[src/rtl/quad_encoder_gen.sv]
`default_nettype none
// ============================================================================
// Module   : quad_encoder_gen
// Purpose  : Quadrature encoder emulator. Generates A/B/INDEX channels and a
//            wrapping position count, either free-running (PM=1) or for a
//            counted move of STEPS steps started by a START pulse.
//            Optional macro QUAD_INDEX_EN enables the once-per-rev INDEX
//            pulse; without it INDEX is tied low.
// Revision : 1.0 - initial release
// ============================================================================
module quad_encoder_gen #(
    parameter int CPR   = 1000,
    parameter int DIV_W = 16
) (
    input  logic             CLK,
    input  logic             RESET_N,
    input  logic             PM,
    input  logic             MOTORDIRECTION,
    input  logic [DIV_W-1:0] STEP_DIV,
    input  logic             START,
    input  logic [11:0]      STEPS,
    output logic             OPTOA,
    output logic             OPTOB,
    output logic             INDEX,
    output logic [11:0]      POS,
    output logic             BUSY,
    output logic             DONE
);

    localparam logic [1:0]       S_IDLE    = 2'd0;
    localparam logic [1:0]       S_RUN     = 2'd1;
    localparam logic [1:0]       S_MOVE    = 2'd2;
    localparam logic [11:0]      C_POS_MAX = 12'(CPR - 1);
    localparam logic [DIV_W-1:0] C_DIV_ONE = DIV_W'(1);

    logic [1:0]       r_state;
    logic [1:0]       w_state_nxt;
    logic [DIV_W-1:0] r_presc;
    logic [DIV_W-1:0] r_div;
    logic [11:0]      r_cnt;
    logic [11:0]      r_pos;
    logic             r_a;
    logic             r_b;
    logic             r_done;
    logic             w_active;
    logic             w_step;
    logic             w_last;
    logic             w_reload;
    logic             w_done_set;
    logic [1:0]       w_phase;
    logic [1:0]       w_phase_nxt;
    logic [11:0]      w_pos_nxt;

    // A step fires on the cycle the prescaler reaches the latched divider - 1
    assign w_active = (r_state == S_RUN) || (r_state == S_MOVE);
    assign w_step   = w_active && (r_div != '0) && (r_presc == r_div - C_DIV_ONE);
    assign w_last   = (r_state == S_MOVE) && w_step && (r_cnt == 12'd1);
    // Prescaler restarts whenever the state changes and is held clear in IDLE
    assign w_reload = (w_state_nxt != r_state) || (r_state == S_IDLE);

    // State register
    always_ff @(posedge CLK or negedge RESET_N) begin
        if (!RESET_N) begin
            r_state <= S_IDLE;
        end else begin
            r_state <= w_state_nxt;
        end
    end

    // Next-state logic; PM has priority over move completion
    always_comb begin
        w_state_nxt = r_state;
        case (r_state)
            S_IDLE: begin
                if (PM) begin
                    w_state_nxt = S_RUN;
                end else if (START && (STEPS != 12'd0)) begin
                    w_state_nxt = S_MOVE;
                end
            end
            S_RUN: begin
                if (!PM) begin
                    w_state_nxt = S_IDLE;
                end
            end
            S_MOVE: begin
                if (PM) begin
                    w_state_nxt = S_RUN;
                end else if (w_last) begin
                    w_state_nxt = S_IDLE;
                end
            end
            default: w_state_nxt = S_IDLE;
        endcase
    end

    // Output decode: BUSY follows MOVE, DONE on zero-length or final step
    always_comb begin
        BUSY       = (r_state == S_MOVE);
        w_done_set = ((r_state == S_IDLE) && !PM && START && (STEPS == 12'd0))
                   || (w_last && !PM);
    end

    // Prescaler with divider re-latched at every reload; a zero divider is
    // re-sampled every cycle so a new non-zero value restarts stepping
    always_ff @(posedge CLK or negedge RESET_N) begin
        if (!RESET_N) begin
            r_presc <= '0;
            r_div   <= '0;
        end else if (w_reload || w_step || (r_div == '0)) begin
            r_presc <= '0;
            r_div   <= STEP_DIV;
        end else begin
            r_presc <= r_presc + C_DIV_ONE;
        end
    end

    // Quadrature phase as a 2-bit counter: phase = {B, A^B}
    always_comb begin
        w_phase     = {r_b, r_a ^ r_b};
        w_phase_nxt = MOTORDIRECTION ? (w_phase + 2'd1) : (w_phase - 2'd1);
        if (MOTORDIRECTION) begin
            w_pos_nxt = (r_pos == C_POS_MAX) ? 12'd0 : (r_pos + 12'd1);
        end else begin
            w_pos_nxt = (r_pos == 12'd0) ? C_POS_MAX : (r_pos - 12'd1);
        end
    end

    // Channel and position registers advance only on a step
    always_ff @(posedge CLK or negedge RESET_N) begin
        if (!RESET_N) begin
            r_a   <= 1'b0;
            r_b   <= 1'b0;
            r_pos <= 12'd0;
        end else if (w_step) begin
            r_a   <= w_phase_nxt[1] ^ w_phase_nxt[0];
            r_b   <= w_phase_nxt[1];
            r_pos <= w_pos_nxt;
        end
    end

    // Remaining-step counter loaded on an accepted START
    always_ff @(posedge CLK or negedge RESET_N) begin
        if (!RESET_N) begin
            r_cnt <= 12'd0;
        end else if ((r_state == S_IDLE) && !PM && START) begin
            r_cnt <= STEPS;
        end else if ((r_state == S_MOVE) && w_step) begin
            r_cnt <= r_cnt - 12'd1;
        end
    end

    // DONE is a registered single-cycle pulse
    always_ff @(posedge CLK or negedge RESET_N) begin
        if (!RESET_N) begin
            r_done <= 1'b0;
        end else begin
            r_done <= w_done_set;
        end
    end

`ifdef QUAD_INDEX_EN
    logic r_index;

    // INDEX set by a step landing on 0, cleared by the next step
    always_ff @(posedge CLK or negedge RESET_N) begin
        if (!RESET_N) begin
            r_index <= 1'b0;
        end else if (w_step) begin
            r_index <= (w_pos_nxt == 12'd0);
        end
    end

    assign INDEX = r_index;
`else
    assign INDEX = 1'b0;
`endif

    assign OPTOA = r_a;
    assign OPTOB = r_b;
    assign POS   = r_pos;
    assign DONE  = r_done;

endmodule
`default_nettype wire

[config.mk]
export PLATFORM = sky130hd
export DESIGN_NAME = quad_encoder_gen
export DESIGN_NICKNAME = d
export VERILOG_FILES = /design/src/rtl/quad_encoder_gen.sv
export SDC_FILE = /design/constraint.sdc
export NUM_CORES = 1
export LEC_CHECK = 0
export ABC_AREA = 1
export ABC_CLOCK_PERIOD_IN_PS = 3000
export BUFFER_PORTS_ARGS = -buffer_cell sky130_fd_sc_hd__buf_2
export CAP_MARGIN = 20
export CORE_MARGIN = 5
export CORE_UTILIZATION = 35
export CTS_CLUSTER_DIAMETER = 100
export DETAILED_ROUTE_END_ITERATION = 8
export HOLD_SLACK_MARGIN = 0.03
export PLACE_DENSITY = 0.62
export SLEW_MARGIN = 15
export SYNTH_ARGS = -nofsm -noshare
export SYNTH_HDL_FRONTEND = slang
export SYNTH_SLANG_ARGS = --single-unit
[constraint.sdc]
create_clock -name CLK -period 3 [get_ports CLK]
set_input_delay 0.3 -clock CLK [delete_from_list [all_inputs] [get_ports CLK]]
set_output_delay 0.3 -clock CLK [all_outputs]
set_load 0.02 [all_outputs]
# == Word-level counts from Yosys, hierarchy flattened ==
# Index checks and enable logic that the tools add are counted.
# word_totals
word_cells,58
latchBits,0
ramBits,0
out_inout_bits,17
regBits,61
romBits,0
inputBits,33
memories,0
# classes
n_reduce_logical,22
n_shift,0
n_addsub,7
mux,13
n_eq_ne,6
n_bitwise,2
n_div,0
magnitude_cmp,0
n_mul,0
# ops
op,count
$mux 12,5
$logic_not 12->1,2
$sub 12x1->12 const B,2
$add 16x1->16 const B,1
$eq 16x16->1,1
$logic_not 16->1,1
$mux 16,1
$reduce_bool 16->1,1
$sub 16x1->16 const B,1
$add 12x1->12 const B,1
$eq 12x1->1 const B,1
$eq 12x10->1 const B,1
$mux 2,6
$reduce_bool 12->1,1
$logic_and 1x1->1,9
$pmux 2 s3,1
$logic_or 1x1->1,5
$add 2x1->2 const B,1
$eq 2x1->1 const B,1
$eq 2x2->1 const B,1
$logic_not 2->1,1
$ne 2x2->1,1
$reduce_bool 2->1,1
$sub 2x1->2 const B,1
other kinds (2),3

# == Longest topological paths before layout ==
# Gate-level depths: netlist of run 1.
# logic_depth
ltp_word,14
mapped_depth,23
depth_no_buf,22

# == Least setup slack after synthesis of run 1 ==
# Ideal clock, no wire load.
# synth_timing
path_kind,register to register
start,reg r_div[0]
end,reg r_div[13]
required_time_ns,2.883
path_stages_with_launch,22
synth_period_minus_slack_ns,2.426
arrival_ns,2.310
slack_ns,0.574
cell_sequence,dfrtp_1 > inv_1 > ha_1 > nand3_2 > nor2_4 > nand2_1 > nand2_1 > nand2_1 > nand2_1 > nor2_1 > nand2_1 > nor2_2 > buf_6 > nand3_1 > nand2_1 > nand2_1 > nand2_2 > a21oi_4 > nand2_4 > buf_6 > nand2_1 > nand2_1
# synth_between
elab_chain_len,12
# synth_lines
element,line,source
from (decl),39,logic [DIV_W-1:0] r_div;
from (signal assigned),109,r_div <= '0;
from (signal assigned),112,r_div <= STEP_DIV;
$sub 16x1->16 / $reduce_bool 16->1 (equally long branches),56,assign w_step = w_active && (r_div != '0) && (r_presc == r_div - C_DIV_ONE);
$eq 16x16->1 / $logic_and 1x1->1 (equally long branches),56,
$logic_and 1x1->1,56,
$logic_and 1x1->1 (2 in a row),57,assign w_last = (r_state == S_MOVE) && w_step && (r_cnt == 12'd1);
$mux 2,89,end else if (w_last) begin
$mux 2,87,if (PM) begin
$pmux 2 s3,73,case (r_state)
$ne 2x2->1,59,assign w_reload = (w_state_nxt != r_state) || (r_state == S_IDLE);
$logic_or 1x1->1,59,
$logic_or 1x1->1,110,end else if (w_reload || w_step || (r_div == '0)) begin
$logic_or 1x1->1 *,110,
# Every way passes the cells marked *; elsewhere a longest branch is shown, timed or not.
# A chain may end at the register's enable or synchronous reset.

# == Worst setup path in the final report of run 1 ==
# layout_timing
start,reg r_div[0]
end,reg r_div[5]
# Same word-level chain as after synthesis.

==> results of run 1 <==
## worst reg2reg max path: stages (launching register included)
cell     delay (ns)
dfrtp_1        0.41
inv_2          0.11
ha_2           0.22
nand3_2        0.16
nor2_2         0.16
nand2_1        0.08
nand3_1        0.08
nand3_1        0.07
nor2_1         0.12
nand2_1        0.08
nor2_2         0.16
nand4_1        0.14
nand2_1        0.09
nand2_1        0.06
nand2_1        0.08
nand2_1        0.08
nand2_4        0.14
buf_6          0.19
nand3_1        0.08
nand2_1        0.08
## registers in the layout (all words and copies together) (netlist names)
name,cells
DONE,1
OPTOA,1
OPTOB,1
POS,12
r_cnt,12
r_div,16
r_presc,16
r_state,2
## cells by family after synthesis
logic type,Yosys count,share of synthesized area [%]
compound gates,62,7.89
xor+xnor,35,6.95
fa+ha+maj,12,3.41
buf+inv,111,10.5
flops,61,34.6
mux,2,0.511
other cells,1,0.0851
simple gates,365,36.0
## metrics by stage
stage / cell area (sq um) / std cells / hold WS, ns
CTS: 5100 / 879 / 0.145
floorplan: 4410 / 649 / 0.00441
finish: 5130 / 880 / 0.131
global route: 5130 / 880 / 0.155
global placement: 4820 / 863 / 0.499
detailed placement: 4820 / 863 / 0.501
## placed cells by master, fill, tap and decap left out, types with 6 or more instances in the layout
cell type  synthesis  layout
nand3_1           50      50
nor2_1            75      75
buf_4              2       6
clkbuf_16          0       9
nor3_1            11      11
xnor2_1           10      10
dfrtp_1           61      61
inv_1             96      95
a21oi_1            9       9
xor2_1            25      25
o21ai_0           37      37
nor2_2            21      21
ha_1              12      11
buf_2              1      48
nand2_1          182     182
nor4_1             7       7
## final cells by class
type	instances	area [sq um]	share of cell area, %
multi-input cells	478	2450	47.7
flip-flops and latches	61	1530	29.7
inverters	98	368	7.17
repair buffers	55	297	5.78
clock buffers	12	256	5.00
well taps	172	215	4.19
clock inverters	4	22.5	0.439
## per-layer routing
| metal | vias up | routed length (um) |
|---|---|---|
| met2 | 76 | 5260 |
| met5 | - | 0 |
| met3 | 11 | 533 |
| met1 | 1822 | 5070 |
| li1 | 2145 | - |
| met4 | 0 | 131 |
## how the worst max path moves through the flow
stage / to / slack, ns / depth (start not counted)
3_3_place_gp: r_div[14] / 0.30 / 19
4_1_cts: r_div[1] / 0.18 / 19
5_1_grt: r_div[15] / 0.06 / 19
6_report: r_div[5] / 0.36 / 19
2_1_floorplan: r_div[13] / 0.57 / 21
3_5_place_dp: r_div[8] / 0.19 / 19
## power by group through the flow
| stage | logic [mW] | clock network (mW) | registers (mW) |
|---|---|---|---|
| global placement | 1.56 | 0 | 1.31 |
| global route | 1.86 | 1.04 | 1.33 |
| finish | 1.63 | 0.975 | 1.30 |
| detailed placement | 1.57 | 0 | 1.31 |
| CTS | 1.58 | 0.998 | 1.30 |
| floorplan | 1.29 | 0 | 1.23 |
## repair_timing
item                       in CTS  in global routing
hold endpoints to repair        0                  0
setup endpoints to repair       0                 33
resized for setup               0                  5
==> results.json, run 1 <==
{
  "area_delta_synth_final_pct": 16.4,
  "fin_crit_ns": 2.64,
  "via_per_inst": 4.61,
  "cp.buffers_inverters": 2,
  "gp_routability_congestion": 0.923,
  "crit_top_cell": "nand2_1",
  "cts_max_level": 3,
  "synth_fp_nets": 694,
  "worst_slew_pin_slew_ns": 0.803,
  "async_reset_ff_share_pct": 100,
  "holdBufCountCts": 0,
  "netSwitchingPower_mw": 1.71,
  "critPathTopFamily": "simple AND/OR/NAND/NOR gates",
  "start_util_pct": 35.4,
  "tns_ns": 0,
  "endpoint_kind": "flip-flop",
  "numCtsBuffers": 9,
  "fp.dieW_um": 122,
  "io-pin-count": 50,
  "ff2ff_setup_slack_ns": 0.36,
  "pre_cts_slack_ns": 0.191,
  "period_share_pct": 87.9,
  "startpoint": "r_div[0]",
  "pwr_density_cell_nw_per_um2": 761,
  "clockBufferDepth": 2,
  "drt_wl_total_um": 11000,
  "p_sw_share_pct": 43.7,
  "grtUsageMet3_pct": 4.84,
  "num_vias": 4054,
  "critical_path_arrival_ns": 2.91,
  "die_y_um": 122,
  "path_max_fanout": 16,
  "grt_pass1_vias": 3802,
  "die-area_sq_um": 14900,
  "dr.pass1.iters": 4,
  "setup_ws_ns": 0.362,
  "cts_tree": "done",
  "reg2reg_depth": 19,
  "sequentialPowerShare_pct": 33.3,
  "gr-usage-met2_pct": 24.8,
  "synthTopCellsByCount": "182 x nand2_1, 96 x inv_1, 75 x nor2_1, 61 x dfrtp_1, 50 x nand3_1",
  "timing.rr.start": "r_div[0]",
  "place.port_buffers": 48,
  "comb_power_share_pct": 41.8,
  "drive_gt1_share_pct": 15.1,
  "path_cells": "inv_2 > ha_2 > nand3_2 > nor2_2 > nand2_1 > nand3_1 > nand3_1 > nor2_1 > nand2_1 > nor2_2 > nand4_1 > nand2_1 > nand2_1 > nand2_1 > nand2_1 > nand2_4 > buf_6 > nand3_1 > nand2_1",
  "nFillCells": 1311,
  "ir_drop_v": 0.000366,
  "fin_nets": 748,
  "synth.most_common_cell": "nand2_1",
  "clock_power_share_pct": 25.0,
  "fin_total_pwr_mw": 3.91,
  "drt_iter0_markers": 231,
  "synth_area_leaders": "dfrtp_1 35%, nand2_1 15%, inv_1 8.2%, nor2_1 6.4%, nand3_1 5.7%",
  "yosysTopAreaCellShare_pct": 34.6,
  "busiest_layer": "met2",
  "slew_headroom_pct": 46.5,
  "syn_area_sq_um": 4410,
  "wl_per_cell_um": 12.5,
  "ant_nets": 0,
  "critPathRequiredTime_ns": 3.27,
  "cts_root_buf": "clkbuf_16",
  "finalSetupViolCount": 0,
  "synth-edff-count": 0,
  "final_util_pct": 41.2,
  "crit_slowest_cell": "dfrtp_1",
  "antenna_found_initial": 0,
  "status": "complete, no violations",
  "power.leakage_nw": 2.54,
  "clk_latency_ns": 0.34,
  "fmax_ghz": 0.379,
  "ys_seq_elements": 61,
  "yosysSeqAreaShare_pct": 34.6,
  "slew_viol_final": 0,
  "synth-main-ff-cell": "dfrtp_1",
  "timing.max_cap.violations": 0,
  "synth.avg_cell_area_sq_um": 6.79,
  "holdCritPathClass": "input pin to asynchronous set/reset pin",
  "synth_cells": 649,
  "grt_max_degree": 62,
  "internal_power_mw": 2.20,
  "cts_setup_buffers": 0,
  "crit_path_max_incr_delay_ns": 0.41,
  "antenna_cells": 0,
  "r2r_end": "r_div[5]",
  "dp_hpwl_um": 8060,
  "yosysUniqueCellTypes": 37,
  "path_clk_slew_ns": 0.05,
  "grt_util_met1_pct": 19.5,
  "start_kind": "flip-flop",
  "crit_type": "flip-flop to flip-flop",
  "track_usage_pct": 15.4,
  "num_rows": 41,
  "grt.overflow.total": 0,
  "core_sq_um": 12500,
  "finClkSkew_ns": 0.00775,
  "drcViolationCount": 0,
  "clock_sinks": 61,
  "grt_pass1_wl_um": 18200,
  "rsz0062_at_grt": "no",
  "yosysTopAreaCell": "dfrtp_1",
  "hold_viol_final": 0,
  "yosysWarnings": 0
}
Power figures use the tool's default switching activity.
==> run 2, diff against run 1 <==
--- a/config.mk
+++ b/config.mk
@@ -9,12 +9,15 @@
 export ABC_CLOCK_PERIOD_IN_PS = 3000
 export BUFFER_PORTS_ARGS = -buffer_cell sky130_fd_sc_hd__buf_2
 export CAP_MARGIN = 20
+export CELL_PAD_IN_SITES_DETAIL_PLACEMENT = 0
+export CELL_PAD_IN_SITES_GLOBAL_PLACEMENT = 1
+export CORE_ASPECT_RATIO = 0.75
 export CORE_MARGIN = 5
 export CORE_UTILIZATION = 35
 export CTS_CLUSTER_DIAMETER = 100
 export DETAILED_ROUTE_END_ITERATION = 8
 export HOLD_SLACK_MARGIN = 0.03
-export PLACE_DENSITY = 0.62
+export PLACE_DENSITY = 0.79
 export SLEW_MARGIN = 15
 export SYNTH_ARGS = -nofsm -noshare
 export SYNTH_HDL_FRONTEND = slang
==> run 2 against run 1 <==
Effect of this change: power increased by 1.8%; design area increased by 0.83%; largest power group unchanged; sequential power is essentially flat; worst hold slack better by 0.024 ns; global-route usage barely moved.
==> results.json, run 2 (same netlist as run 1, synthesis figures left out) <==
{
  "status": "complete, no violations",
  "path_max_fanout": 16,
  "grt_pass1_wl_um": 18800,
  "dp_hpwl_um": 8330,
  "holdCritPathClass": "input pin to flip-flop",
  "cts_root_buf": "clkbuf_16",
  "via_per_inst": 4.68,
  "die_y_um": 107,
  "mostFrequentLayoutCells": "182 x nand2_1, 95 x inv_1, 75 x nor2_1",
  "slew_viol_final": 0,
  "start_util_pct": 35.8,
  "power.leakage_nw": 2.54,
  "path_cells": "inv_2 > ha_2 > nand3_2 > nor2_4 > nand2_1 > nand2_1 > nand2_1 > nand2_1 > nor2_1 > nand2_1 > nor2_2 > buf_4 > nand3_1 > nand2_1 > nand2_1 > nand2_2 > a21oi_4 > buf_12 > nand2_8 > nor2_1",
  "area_delta_synth_final_pct": 17.4,
  "drt_iter0_markers": 251,
  "crit_path_max_incr_delay_ns": 0.42,
  "grt_max_degree": 35,
  "rsz0062_at_grt": "no",
  "min_to": "r_div[1]",
  "start_kind": "flip-flop",
  "clock_sinks": 61,
  "final_util_pct": 42.0,
  "antenna_cells": 0,
  "timing.max_cap.violations": 0,
  "sequentialPowerShare_pct": 32.8,
  "numCtsBuffers": 9,
  "ant_nets": 0,
  "num_vias": 4098,
  "drt_wl_total_um": 11100,
  "p_sw_share_pct": 44.3,
  "die-area_sq_um": 15000,
  "critPathRequiredTime_ns": 3.27,
  "grt_pass1_vias": 3874,
  "core_sq_um": 12300,
  "clock_power_share_pct": 24.3,
  "path_clk_slew_ns": 0.06,
  "hp-start": "STEP_DIV[1]",
  "endpoint_kind": "flip-flop",
  "period_share_pct": 90.6,
  "grt.overflow.total": 0,
  "crit_type": "flip-flop to flip-flop",
  "critical_path_arrival_ns": 2.99,
  "r2r_end": "r_presc[4]",
  "ir_drop_v": 0.000397,
  "comb_power_share_pct": 42.9,
  "drive_gt1_share_pct": 15.1,
  "tns_ns": 0,
  "gp_routability_congestion": 0.935,
  "cts_max_level": 3,
  "reg2reg_depth": 20,
  "fin_nets": 750,
  "drcViolationCount": 0,
  "hold_depth": 3,
  "fp.dieW_um": 140,
  "crit_slowest_cell": "dfrtp_1",
  "fmax_ghz": 0.368,
  "internal_power_mw": 2.22,
  "clk_latency_ns": 0.34,
  "mostFrequentLayoutCell": "nand2_1",
  "reg.largest.list": "r_div (16), r_presc (16)",
  "io-pin-count": 50,
  "ff2ff_setup_slack_ns": 0.28,
  "timing.rr.start": "r_div[0]",
  "wl_per_cell_um": 12.7,
  "worst_slew_pin_slew_ns": 0.745,
  "clockBufferDepth": 2,
  "dr.pass1.iters": 5,
  "crit_top_cell": "nand2_1",
  "slew_headroom_pct": 49.7,
  "antenna_found_initial": 0,
  "place.port_buffers": 48,
  "track_usage_pct": 15.5,
  "netSwitchingPower_mw": 1.76,
  "hold_viol_final": 0,
  "pwr_density_cell_nw_per_um2": 769,
  "finClkSkew_ns": 0.0113,
  "num_rows": 35,
  "finalSetupViolCount": 0,
  "fin_crit_ns": 2.72,
  "cts_tree": "done"
}
==> run 2: changes by cell type in the layout (fill, tap and decap cells not counted), sizes merged <==
cell	change
buf	+1
dlygate4sd3	+1
clkbuf	-1
clkinvlp	+1
==> run 2: through the flow <==
step | hold WS, ns | std cells | setup WS [ns] | cell area [sq um] | power (mW)
after CTS | 0.143 | 874 | 0.0673 | 5110 | 3.85
final | 0.155 | 876 | 0.281 | 5170 | 3.98
after detailed placement | 0.390 | 857 | 0.0846 | 4830 | 2.85
after floorplan | 0.00441 | 649 | 0.574 | 4410 | 2.52
after global placement | 0.377 | 857 | 0.256 | 4830 | 2.82
after global routing | 0.147 | 876 | 0.0439 | 5170 | 4.31
==> run 2: worst max-delay path by stage <==
stage                     depth (start not counted)      from         end  slack [ns]
after floorplan                                  21  r_div[0]   r_div[13]        0.57
after global placement                           19  r_div[0]   r_div[12]        0.26
after detailed placement                         19  r_div[0]   r_div[13]        0.08
after CTS                                        19  r_div[0]   r_div[13]        0.07
after global routing                             21  r_div[0]   r_div[13]        0.04
final                                            20  r_div[0]  r_presc[4]        0.28
==> run 2: power by group through the flow <==
stage,Sequential [mW],Combinational (mW),Clock (mW)
floorplan,1.23,1.29,0
finish,1.31,1.71,0.967
global route,1.34,1.94,1.04
global placement,1.30,1.51,0
CTS,1.30,1.55,1.01
detailed placement,1.32,1.54,0
==> run 2: timing repair <==
item	CTS	global route
hold endpoints to repair	2	0
hold buffers	1	0
gates resized for setup	0	8
endpoints found under the setup margin	0	34
buffers inserted	0	1
==> run 2: final cells by class <==
class,instances,area (sq um)
Fill cell,1304,7130
Multi-Input combinational cell,478,2450
Timing Repair Buffer,57,347
Inverter,98,368
Sequential cell,61,1530
Clock inverter,5,37.5
Tap cell,166,208
Clock buffer,11,233
==> run 2: critical path: cells and delay by family, from the launching register on <==
kind / cells / cell delay (ns)
adders and majority gates: 1 / 0.23
buffers and inverters: 3 / 0.44
and+or+nand+nor: 15 / 1.28
DFF: 1 / 0.42
AOI/OAI and AO/OA: 1 / 0.29
==> run 2: layer usage <==
layer / vias up / wire length [um] / track usage [%]
li1: 2142 / - / -
met1: 1869 / 6150 / 22.9
met2: 79 / 4400 / 22.2
met3: 8 / 444 / 3.57
met4: 0 / 125 / 4.63
met5: - / 0 / 0
==> run 3, diff against run 2 <==
--- a/config.mk
+++ b/config.mk
@@ -18,6 +18,7 @@
 export DETAILED_ROUTE_END_ITERATION = 8
 export HOLD_SLACK_MARGIN = 0.03
 export PLACE_DENSITY = 0.79
+export RECOVER_POWER = 25
 export SLEW_MARGIN = 15
 export SYNTH_ARGS = -nofsm -noshare
 export SYNTH_HDL_FRONTEND = slang
==> run 3 against run 2 <==
Effect of this change: the run now ends with capacitance limit, slew limit left; wire length about the same; register-to-register slack barely moved; worst hold slack about the same; utilization down 0.081 points; sequential share of layout area rose by 0.057 points; critical path type unchanged; largest power group unchanged; highest routed layer unchanged.
==> results.json, run 3 (same netlist as run 1, synthesis figures left out) <==
{
  "clockBufferDepth": 2,
  "fin_nets": 750,
  "io-pin-count": 50,
  "num_rows": 35,
  "cts_tree": "done",
  "grt_max_degree": 35,
  "reg.largest.list": "r_div (16), r_presc (16)",
  "crit_slowest_cell": "dfrtp_1",
  "start_util_pct": 35.8,
  "status": "finished, violations left",
  "place_inst": 857,
  "slew_headroom_pct": -17.2,
  "tns_ns": 0,
  "violations": "capacitance limit, slew limit",
  "drcViolationCount": 0,
  "hold_viol_final": 0,
  "start_kind": "flip-flop",
  "die_y_um": 107,
  "die-area_sq_um": 15000,
  "antenna_cells": 0,
  "path_max_fanout": 16,
  "timing.rr.start": "r_div[0]",
  "hp-start": "STEP_DIV[1]",
  "drt_iter0_markers": 270,
  "track_usage_pct": 15.5,
  "crit_path_max_incr_delay_ns": 0.41,
  "ir_drop_v": 0.000397,
  "cp.buffers_inverters": 3,
  "critPathRequiredTime_ns": 3.27,
  "clock_sinks": 61,
  "path_cells": "inv_2 > ha_2 > nand3_2 > nor2_4 > nand2_1 > nand2_1 > nand2_1 > nand2_1 > nor2_1 > nand2_1 > nor2_2 > buf_4 > nand3_1 > nand2_1 > nand2_1 > nand2_2 > a21oi_4 > buf_12 > nand2_8 > nor2_1",
  "gp_routability_congestion": 0.935,
  "critical_path_arrival_ns": 2.99,
  "mostFrequentLayoutCells": "182 x nand2_1, 95 x inv_1, 75 x nor2_1",
  "worst-path-stages": 20,
  "drive_gt1_share_pct": 13.9,
  "hold_depth": 3,
  "core_sq_um": 12300,
  "grt.overflow.total": 0,
  "cts_root_buf": "clkbuf_16",
  "fp.dieW_um": 140,
  "mostFrequentLayoutCell": "nand2_1",
  "crit_top_cell": "nand2_1",
  "timing.max_cap.violations": 1,
  "dr.pass1.iters": 5,
  "wl_per_cell_um": 12.7,
  "grt_pass1_vias": 3874,
  "slew_viol_final": 28,
  "critPathTopFamily": "simple AND/OR/NAND/NOR gates",
  "finalSetupViolCount": 0,
  "holdCritPathClass": "input pin to flip-flop",
  "crit_type": "flip-flop to flip-flop",
  "antenna_found_initial": 0,
  "clk_latency_ns": 0.34,
  "endpoint_kind": "flip-flop",
  "period_share_pct": 90.6,
  "min_to": "r_div[1]",
  "worst_slew_pin_slew_ns": 1.76,
  "numCtsBuffers": 9,
  "fmax_ghz": 0.368,
  "num_vias": 4100,
  "power.leakage_nw": 2.52,
  "pwr_density_cell_nw_per_um2": 770,
  "dp_hpwl_um": 8330,
  "cts_max_level": 3,
  "area_delta_synth_final_pct": 17.1,
  "startpoint": "r_div[0]",
  "rsz0062_at_grt": "no",
  "reg2reg_depth": 20,
  "fin_crit_ns": 2.72,
  "drt_wl_total_um": 11100,
  "path_clk_slew_ns": 0.06,
  "final_cells": 876,
  "place.port_buffers": 48,
  "finClkSkew_ns": 0.0113,
  "r2r_end": "r_presc[4]",
  "ff2ff_setup_slack_ns": 0.28,
  "ant_nets": 0,
  "grt_pass1_wl_um": 18800,
  "via_per_inst": 4.68
}
-- run 3: changes by cell type in the layout (fill, tap and decap cells not counted) --
cell,before,now
clkbuf_1,2,10
buf_2,48,40
-- run 3: worst max-delay path by stage --
stage	end	slack (ns)
2_1_floorplan	r_div[13]	0.57
3_3_place_gp	r_div[12]	0.26
3_5_place_dp	r_div[13]	0.08
4_1_cts	r_div[13]	0.07
5_1_grt	r_div[13]	0.04
6_report	r_presc[4]	0.28
-- run 3: layout make-up --
type                            instances  area (sq um)
Inverter                               98           368
Sequential cell                        61          1530
Tap cell                              166           208
Fill cell                            1304          7140
Clock buffer                           11           233
Multi-Input combinational cell        478          2450
Timing Repair Buffer                   57           337
Clock inverter                          5          37.5
-- run 3: layer usage --
metal	global-route usage, %	share of wire (%)	vias up
met2	22.2	40	73
li1	-	-	2143
met3	3.57	4.1	8
met5	0	0	-
met4	4.63	1.1	0
met1	22.9	55	1876
-- run 3: worst reg2reg max path: stages, from the launching register on --
cell and delay [ns]:
dfrtp_1 0.41, inv_2 0.12, ha_2 0.23, nand3_2 0.18, nor2_4 0.19, nand2_1 0.09
nand2_1 0.07, nand2_1 0.05, nand2_1 0.06, nor2_1 0.04, nand2_1 0.07, nor2_2 0.05
buf_4 0.16, nand3_1 0.07, nand2_1 0.05, nand2_1 0.07, nand2_2 0.07, a21oi_4 0.29
buf_12 0.16, nand2_8 0.11, nor2_1 0.13
-- run 3: through the flow --
stage	utilization [%]	hold WS [ns]	total power [mW]	instance area, sq um	setup WS (ns)
after global routing	42.0	0.147	4.31	5160	0.0439
after global placement	39.2	0.377	2.82	4830	0.256
after floorplan	-	0.00441	2.52	4410	0.574
final	42.0	0.155	3.98	5160	0.281
after detailed placement	39.2	0.390	2.85	4830	0.0846
after CTS	41.5	0.143	3.85	5110	0.0673
-- run 3: what timing repair did --
action,CTS,global route
hold endpoints to repair,2,0
gates resized for setup,0,8
setup buffers,0,1
endpoints found under the setup margin,0,34
hold buffers,1,0
-- run 3: power by group --
group,internal (mW),total (mW),switching (mW),leakage [nW]
clock,0.561,0.966,0.405,0.126
combinational,0.617,1.71,1.09,1.64
sequential,1.04,1.30,0.266,0.758
